===== config.mk =====
export PLATFORM = sky130hd
export DESIGN_NAME = imul_seq
export DESIGN_NICKNAME = d
export VERILOG_FILES = /design/src/rtl/imul_seq_pkg.sv /design/src/rtl/imul_shift_add_dp.sv /design/src/rtl/imul_seq.sv
export SDC_FILE = /design/constraint.sdc
export NUM_CORES = 1
export LEC_CHECK = 0
export CAP_MARGIN = 20
export CORE_ASPECT_RATIO = 1.1
export CORE_MARGIN = 5
export CORE_UTILIZATION = 25
export DETAILED_ROUTE_END_ITERATION = 7
export GPL_ROUTABILITY_DRIVEN = 1
export SYNTH_ARGS = -nofsm -noshare
export SYNTH_HDL_FRONTEND = slang
export SYNTH_SLANG_ARGS = --single-unit

===== constraint.sdc =====
create_clock -name Clock -period 7.4 [get_ports Clock]
set_input_delay 1.48 -clock Clock [delete_from_list [all_inputs] [get_ports Clock]]
set_output_delay 1.48 -clock Clock [all_outputs]
set_load 0.01 [all_outputs]

===== src/rtl/imul_seq_pkg.sv =====
// ============================================================================
// imul_seq_pkg : shared definitions for the iterative shift-add multiplier
// Revision     : 1.0 - initial release
// ============================================================================
`default_nettype none

package imul_seq_pkg;

  // Default operand width; the product is twice this wide.
  localparam int IMUL_WIDTH = 16;

  typedef enum logic [1:0] {
    IMUL_ST_IDLE = 2'd0,
    IMUL_ST_RUN  = 2'd1,
    IMUL_ST_DONE = 2'd2
  } imul_state_t;

endpackage

`default_nettype wire


===== src/rtl/imul_shift_add_dp.sv =====
// ============================================================================
// imul_shift_add_dp : radix-2 shift-add datapath (multiplicand, acc/multiplier
//                     shift register, WIDTH+1-bit adder, iteration counter)
// Revision          : 1.0 - initial release
// ============================================================================
`default_nettype none

module imul_shift_add_dp
  import imul_seq_pkg::*;
#(
  parameter int WIDTH = IMUL_WIDTH
) (
  input  logic                 clk,
  input  logic                 rst_n,
  input  logic                 load,
  input  logic                 step,
  input  logic [WIDTH-1:0]     mcand_in,
  input  logic [WIDTH-1:0]     mplier_in,
  output logic                 last,
  output logic [2*WIDTH-1:0]   product_next
);

  localparam int CNT_W = (WIDTH > 1) ? $clog2(WIDTH) : 1;

  logic [WIDTH-1:0] mcand;
  logic [WIDTH-1:0] acc;
  logic [WIDTH-1:0] mplier;
  logic [CNT_W-1:0] cnt;
  logic [WIDTH:0]   sum;
  logic [WIDTH-1:0] addend;

  // The extra sum bit keeps the carry so the right shift loses nothing.
  always_comb begin
    addend = mplier[0] ? mcand : '0;
    sum    = {1'b0, acc} + {1'b0, addend};
  end

  // Value {acc, mplier} takes after this step; on the last step it is the product.
  assign product_next = {sum, mplier[WIDTH-1:1]};
  assign last         = (cnt == CNT_W'(WIDTH - 1));

  always_ff @(posedge clk or negedge rst_n) begin
    if (!rst_n) begin
      mcand  <= '0;
      acc    <= '0;
      mplier <= '0;
      cnt    <= '0;
    end else if (load) begin
      mcand  <= mcand_in;
      mplier <= mplier_in;
      acc    <= '0;
      cnt    <= '0;
    end else if (step) begin
      acc    <= sum[WIDTH:1];
      mplier <= {sum[0], mplier[WIDTH-1:1]};
      cnt    <= cnt + CNT_W'(1);
    end
  end

endmodule

`default_nettype wire


===== src/rtl/imul_seq.sv =====
// ============================================================================
// imul_seq : iterative multiplier, WIDTH cycles per 2*WIDTH-bit product.
//            Define IMUL_SIGNED_EN for two's-complement operands and result.
// Revision : 1.0 - initial release
// ============================================================================
`default_nettype none

module imul_seq
  import imul_seq_pkg::*;
#(
  parameter int WIDTH = IMUL_WIDTH
) (
  input  logic                 Clock,
  input  logic                 Reset,
  input  logic                 iStart,
  input  logic [WIDTH-1:0]     iA,
  input  logic [WIDTH-1:0]     iB,
  output logic                 oBusy,
  output logic                 oDone,
  output logic [2*WIDTH-1:0]   oResult
);

  imul_state_t        state;
  logic               accept;
  logic               running;
  logic               last;
  logic               sign;
  logic [WIDTH-1:0]   a_mag;
  logic [WIDTH-1:0]   b_mag;
  logic [2*WIDTH-1:0] product;
  logic [2*WIDTH-1:0] result_next;

  assign accept  = iStart && ((state == IMUL_ST_IDLE) || (state == IMUL_ST_DONE));
  assign running = (state == IMUL_ST_RUN);

`ifdef IMUL_SIGNED_EN
  // Magnitudes are WIDTH bits, so the most negative operand still fits.
  assign a_mag = iA[WIDTH-1] ? (~iA + 1'b1) : iA;
  assign b_mag = iB[WIDTH-1] ? (~iB + 1'b1) : iB;

  always_ff @(posedge Clock or negedge Reset) begin
    if (!Reset) begin
      sign <= 1'b0;
    end else if (accept) begin
      sign <= iA[WIDTH-1] ^ iB[WIDTH-1];
    end
  end
`else
  assign a_mag = iA;
  assign b_mag = iB;
  assign sign  = 1'b0;
`endif

  assign result_next = sign ? (~product + 1'b1) : product;

  imul_shift_add_dp #(
    .WIDTH        (WIDTH)
  ) u_dp (
    .clk          (Clock),
    .rst_n        (Reset),
    .load         (accept),
    .step         (running),
    .mcand_in     (a_mag),
    .mplier_in    (b_mag),
    .last         (last),
    .product_next (product)
  );

  always_ff @(posedge Clock or negedge Reset) begin
    if (!Reset) begin
      state   <= IMUL_ST_IDLE;
      oBusy   <= 1'b0;
      oDone   <= 1'b0;
      oResult <= '0;
    end else begin
      case (state)
        IMUL_ST_IDLE: begin
          if (iStart) begin
            state <= IMUL_ST_RUN;
            oBusy <= 1'b1;
          end
        end
        IMUL_ST_RUN: begin
          if (last) begin
            state   <= IMUL_ST_DONE;
            oBusy   <= 1'b0;
            oDone   <= 1'b1;
            oResult <= result_next;
          end
        end
        IMUL_ST_DONE: begin
          oDone <= 1'b0;
          if (iStart) begin
            state <= IMUL_ST_RUN;
            oBusy <= 1'b1;
          end else begin
            state <= IMUL_ST_IDLE;
          end
        end
        default: begin
          state <= IMUL_ST_IDLE;
          oBusy <= 1'b0;
          oDone <= 1'b0;
        end
      endcase
    end
  end

endmodule

`default_nettype wire


==> results.txt <==
* Number of synthesized register bits: 88
* RSZ-0062 raised after global routing: false
- Final GP Congestion: 0.816
- The total overflow left after global routing is 0.
- Maximum vdd drop: 152 uV
- After detailed routing, the average wire length per cell comes to 14.5 um.
* Number of buffers inserted to repair setup after CTS: 0
- Setup violations remaining at the end of the flow were counted as 0.
- The number of antenna diodes in the final layout is 0.
- Start-to-end type of the worst setup path: reg -> reg
* Mapped Area: 4340 um^2
- Number of DRC markers after the initial detailed-route iteration: 190
* Post-cts sizing count: 0
- Cell at the root of the clock tree: clkbuf_16
- Wire length of the first global-routing pass: 18900 um
* Comb power frac: 0.469
- After floorplanning, the core was sized to cover 17000 um^2.
* Cell depth of the worst flop-to-flop path: 8
- Sum of negative setup slack: 0 ns
- Data on the critical path is required at its endpoint by 7.63 ns.
- Across every metal layer, demand over resource in global routing totals 0.117.
- Clock-pin slew reported for the worst setup and hold paths after clock tree synthesis: 0.07 ns
- Cell type with the largest total area after synthesis: dfrtp_1
* Number of different library cells in the post-synthesis netlist: 49
* Post-Route Skew: 0.00901 ns
- Row cnt: 50
* Detailed-router iteration count before antenna repair: 4
- Count of endpoints failing hold in the final timing report: 0
- Based on the critical path, the design can be clocked at up to 329 MHz.
- CTS hold repair buffers: 0
- By count the netlist is led by nand2_1 (169), dfrtp_1 (88), nor2_1 (24).
- Power density over the cells: 445 nW/um^2
- Counting flops with an async set or reset pin after synthesis yields a share of 1.00.
* Hold WC Path Type: reg -> reg
* Cell with the most instances after synthesis: nand2_1
* Final design utilization: 0.328
- The tool flagged a number of max-cap violations equal to 0.
- Detail Route Antenna Nets: 0
- Final count of pins violating max slew: 0
- For this run, the leading register cell type out of synthesis is dfrtp_1.
- Dividing the detail-routed via count by the number of cells gives 4.59.
* Type of origin of the critical path: flip-flop
* Placed instance count: 762
- Transition time of the tightest slew-check pin: 1.01 ns
- Crit path capture type: flip-flop
* Count of input and output buffers: 68
- The number of antenna violations at the first check in global routing was 0.
- After the flow finishes, the layout carries non-filler instances totaling 779.
- The average instance in the mapped netlist occupies 9.06 um^2.
* Final Critical Period: 3.04 ns
- Measured against its own limit, the worst slew margin works out to 0.330.
* Cell types with the largest area share after synthesis: dfrtp_1 (51%), nand2_1 (15%), ha_1 (4.9%)
- Measured along the y axis, the die boundary spans 148 um.
- The longest clock path from root to sink contains 2 buffers.
- Summed over all nets, the half-perimeter wirelength after detailed placement is 7780 um.
* Total nets after synthesis: 532
- Result of the run: complete, no violations
* Number of sinks handled by clock tree synthesis: 88
- Io pins: 69
- Final critical-path share of the clock period: 0.411
* H-tree depth reported by CTS: 3
* Final wirelength: 11300 um
* Number of remaining DRC errors: 0
* Final net count: 593
* Number of buffers added by the clock tree synthesis step: 9
* P_int: 1.51 mW
- Layout filler cell count: 1759
* Number of cells traversed by the worst hold path: 2
- The die is 136 um wide.
- Maximum number of pins on one net before global-route repair: 81
* Starting density of the core: 0.255
- For this run, the register share of the synthesized area comes to 0.507.
- Worst Path Max Fanout: 17
- Die Area: 20100 um^2
- Data arrival time of the worst path: 3.27 ns
- TritonCTS clock tree: built
- Of the total power, the share spent switching nets is 0.392.
* Power share of the clock group: 0.184
* Instance count of the mapped netlist: 479
- The routed layout has 3572 vias.
- The completed layout was analyzed and its total power is 2.48 mW.
* EDFF count, synth: 0
- Portion of total power attributed to sequential cells: 0.346
- Yosys printed 0 warnings.
* Share of post-route cells with drive strength above 1: 0.0642
- Number of global-route vias before repair: 3672
* Static leakage power: 2.63 nW
* Sw Pwr: 974 uW
* Post-synthesis to final-layout area growth: 28.7%
- Worst skew pair latency: 0.34 ns
* Share of Yosys cell area claimed by the top area cell type: 0.507
-- per-stage QoR --
stage	worst slack, ns	hold slack, ns	cell area, um^2
after floorplan	4.72	0.438	4340
after global placement	4.08	0.453	5260
after detailed placement	4.02	0.454	5260
after CTS	4.36	0.471	5560
after global routing	4.17	0.496	5580
final	4.36	0.469	5580
-- power by group through the flow --
stage	Combinational, mW	Clock (mW)	Sequential, mW
floorplan	0.765	0	0.860
global placement	1.14	0	0.862
detailed placement	1.17	0	0.865
CTS	1.18	0.470	0.862
global route	1.32	0.498	0.892
finish	1.17	0.458	0.860
-- sequential cells by signal, summed over array words and instances (netlist names) --
register	cells
oBusy	1
u_dp.mplier	16
state	2
u_dp.mcand	16
u_dp.acc	16
oDone	1
u_dp.cnt	4
oResult	32
-- cells by family after synthesis --
group / Yosys count / synth area share
and+or+nand+nor: 240 / 0.235
DFF: 88 / 0.507
AOI/OAI and AO/OA: 85 / 0.134
buffers and inverters: 29 / 0.0271
adders and majority gates: 18 / 0.0536
xor gates and xnor gates: 12 / 0.0242
muxes: 7 / 0.0184
-- worst max-delay path, cell delays in order, from the launching register on --
cell and delay [ns]:
dfrtp_1 0.57, and2_1 0.24, ha_1 0.23, fa_1 0.45, a211o_1 0.35, a21o_1 0.23, a211oi_4 0.36, o21ai_0 0.21
mux2_2 0.29
-- routing by layer --
layer  wire length, um  part of all wire  GRT usage
met1              5190              0.46      0.158
met2              5110              0.45      0.178
met3               717             0.063     0.0335
met4               298             0.026     0.0444
met5                 0                 0          0
-- area by class of cell --
cell class                      count  area, um^2  area share
Tap cell                          234         293      0.0524
Timing Repair Buffer               75         751       0.134
Inverter                            4        15.0     0.00269
Sequential cell                    88        2200       0.394
Clock inverter                      6        68.8      0.0123
Clock buffer                       10         229      0.0410
Multi-Input combinational cell    362        2030       0.363
-- placed cells by master (no fill, tap or decap), types with 4 or more instances in the layout --
cell / synthesis / routed
clkbuf_16: 0 / 9
a211oi_1: 4 / 4
xnor2_1: 8 / 8
ha_1: 17 / 17
inv_1: 4 / 4
a21o_1: 4 / 4
a21oi_1: 17 / 17
clkdlybuf4s50_1: 0 / 67
mux2_2: 4 / 4
buf_4: 1 / 7
o21ai_0: 13 / 13
nand3_1: 9 / 9
dfrtp_1: 88 / 88
xor2_1: 4 / 4
nand2_1: 169 / 169
nor2_1: 24 / 24
a22o_1: 11 / 11
and2_1: 16 / 16
nand4_1: 6 / 6
a31oi_1: 17 / 17
-- path summary, 6_finish.rpt --
path,from,to,slack (ns)
setup / recovery,u_dp.mplier[0],oResult[31],4.36
hold / removal,u_dp.mcand[0],u_dp.mcand[0],0.47
setup reg to reg,u_dp.mplier[0],oResult[31],4.36
hold reg to reg,u_dp.mcand[0],u_dp.mcand[0],0.47
max in group asynchronous,Reset,u_dp.cnt[3],5.61
min in group asynchronous,Reset,oResult[29],0.94
(Power assumes the default switching activity.)
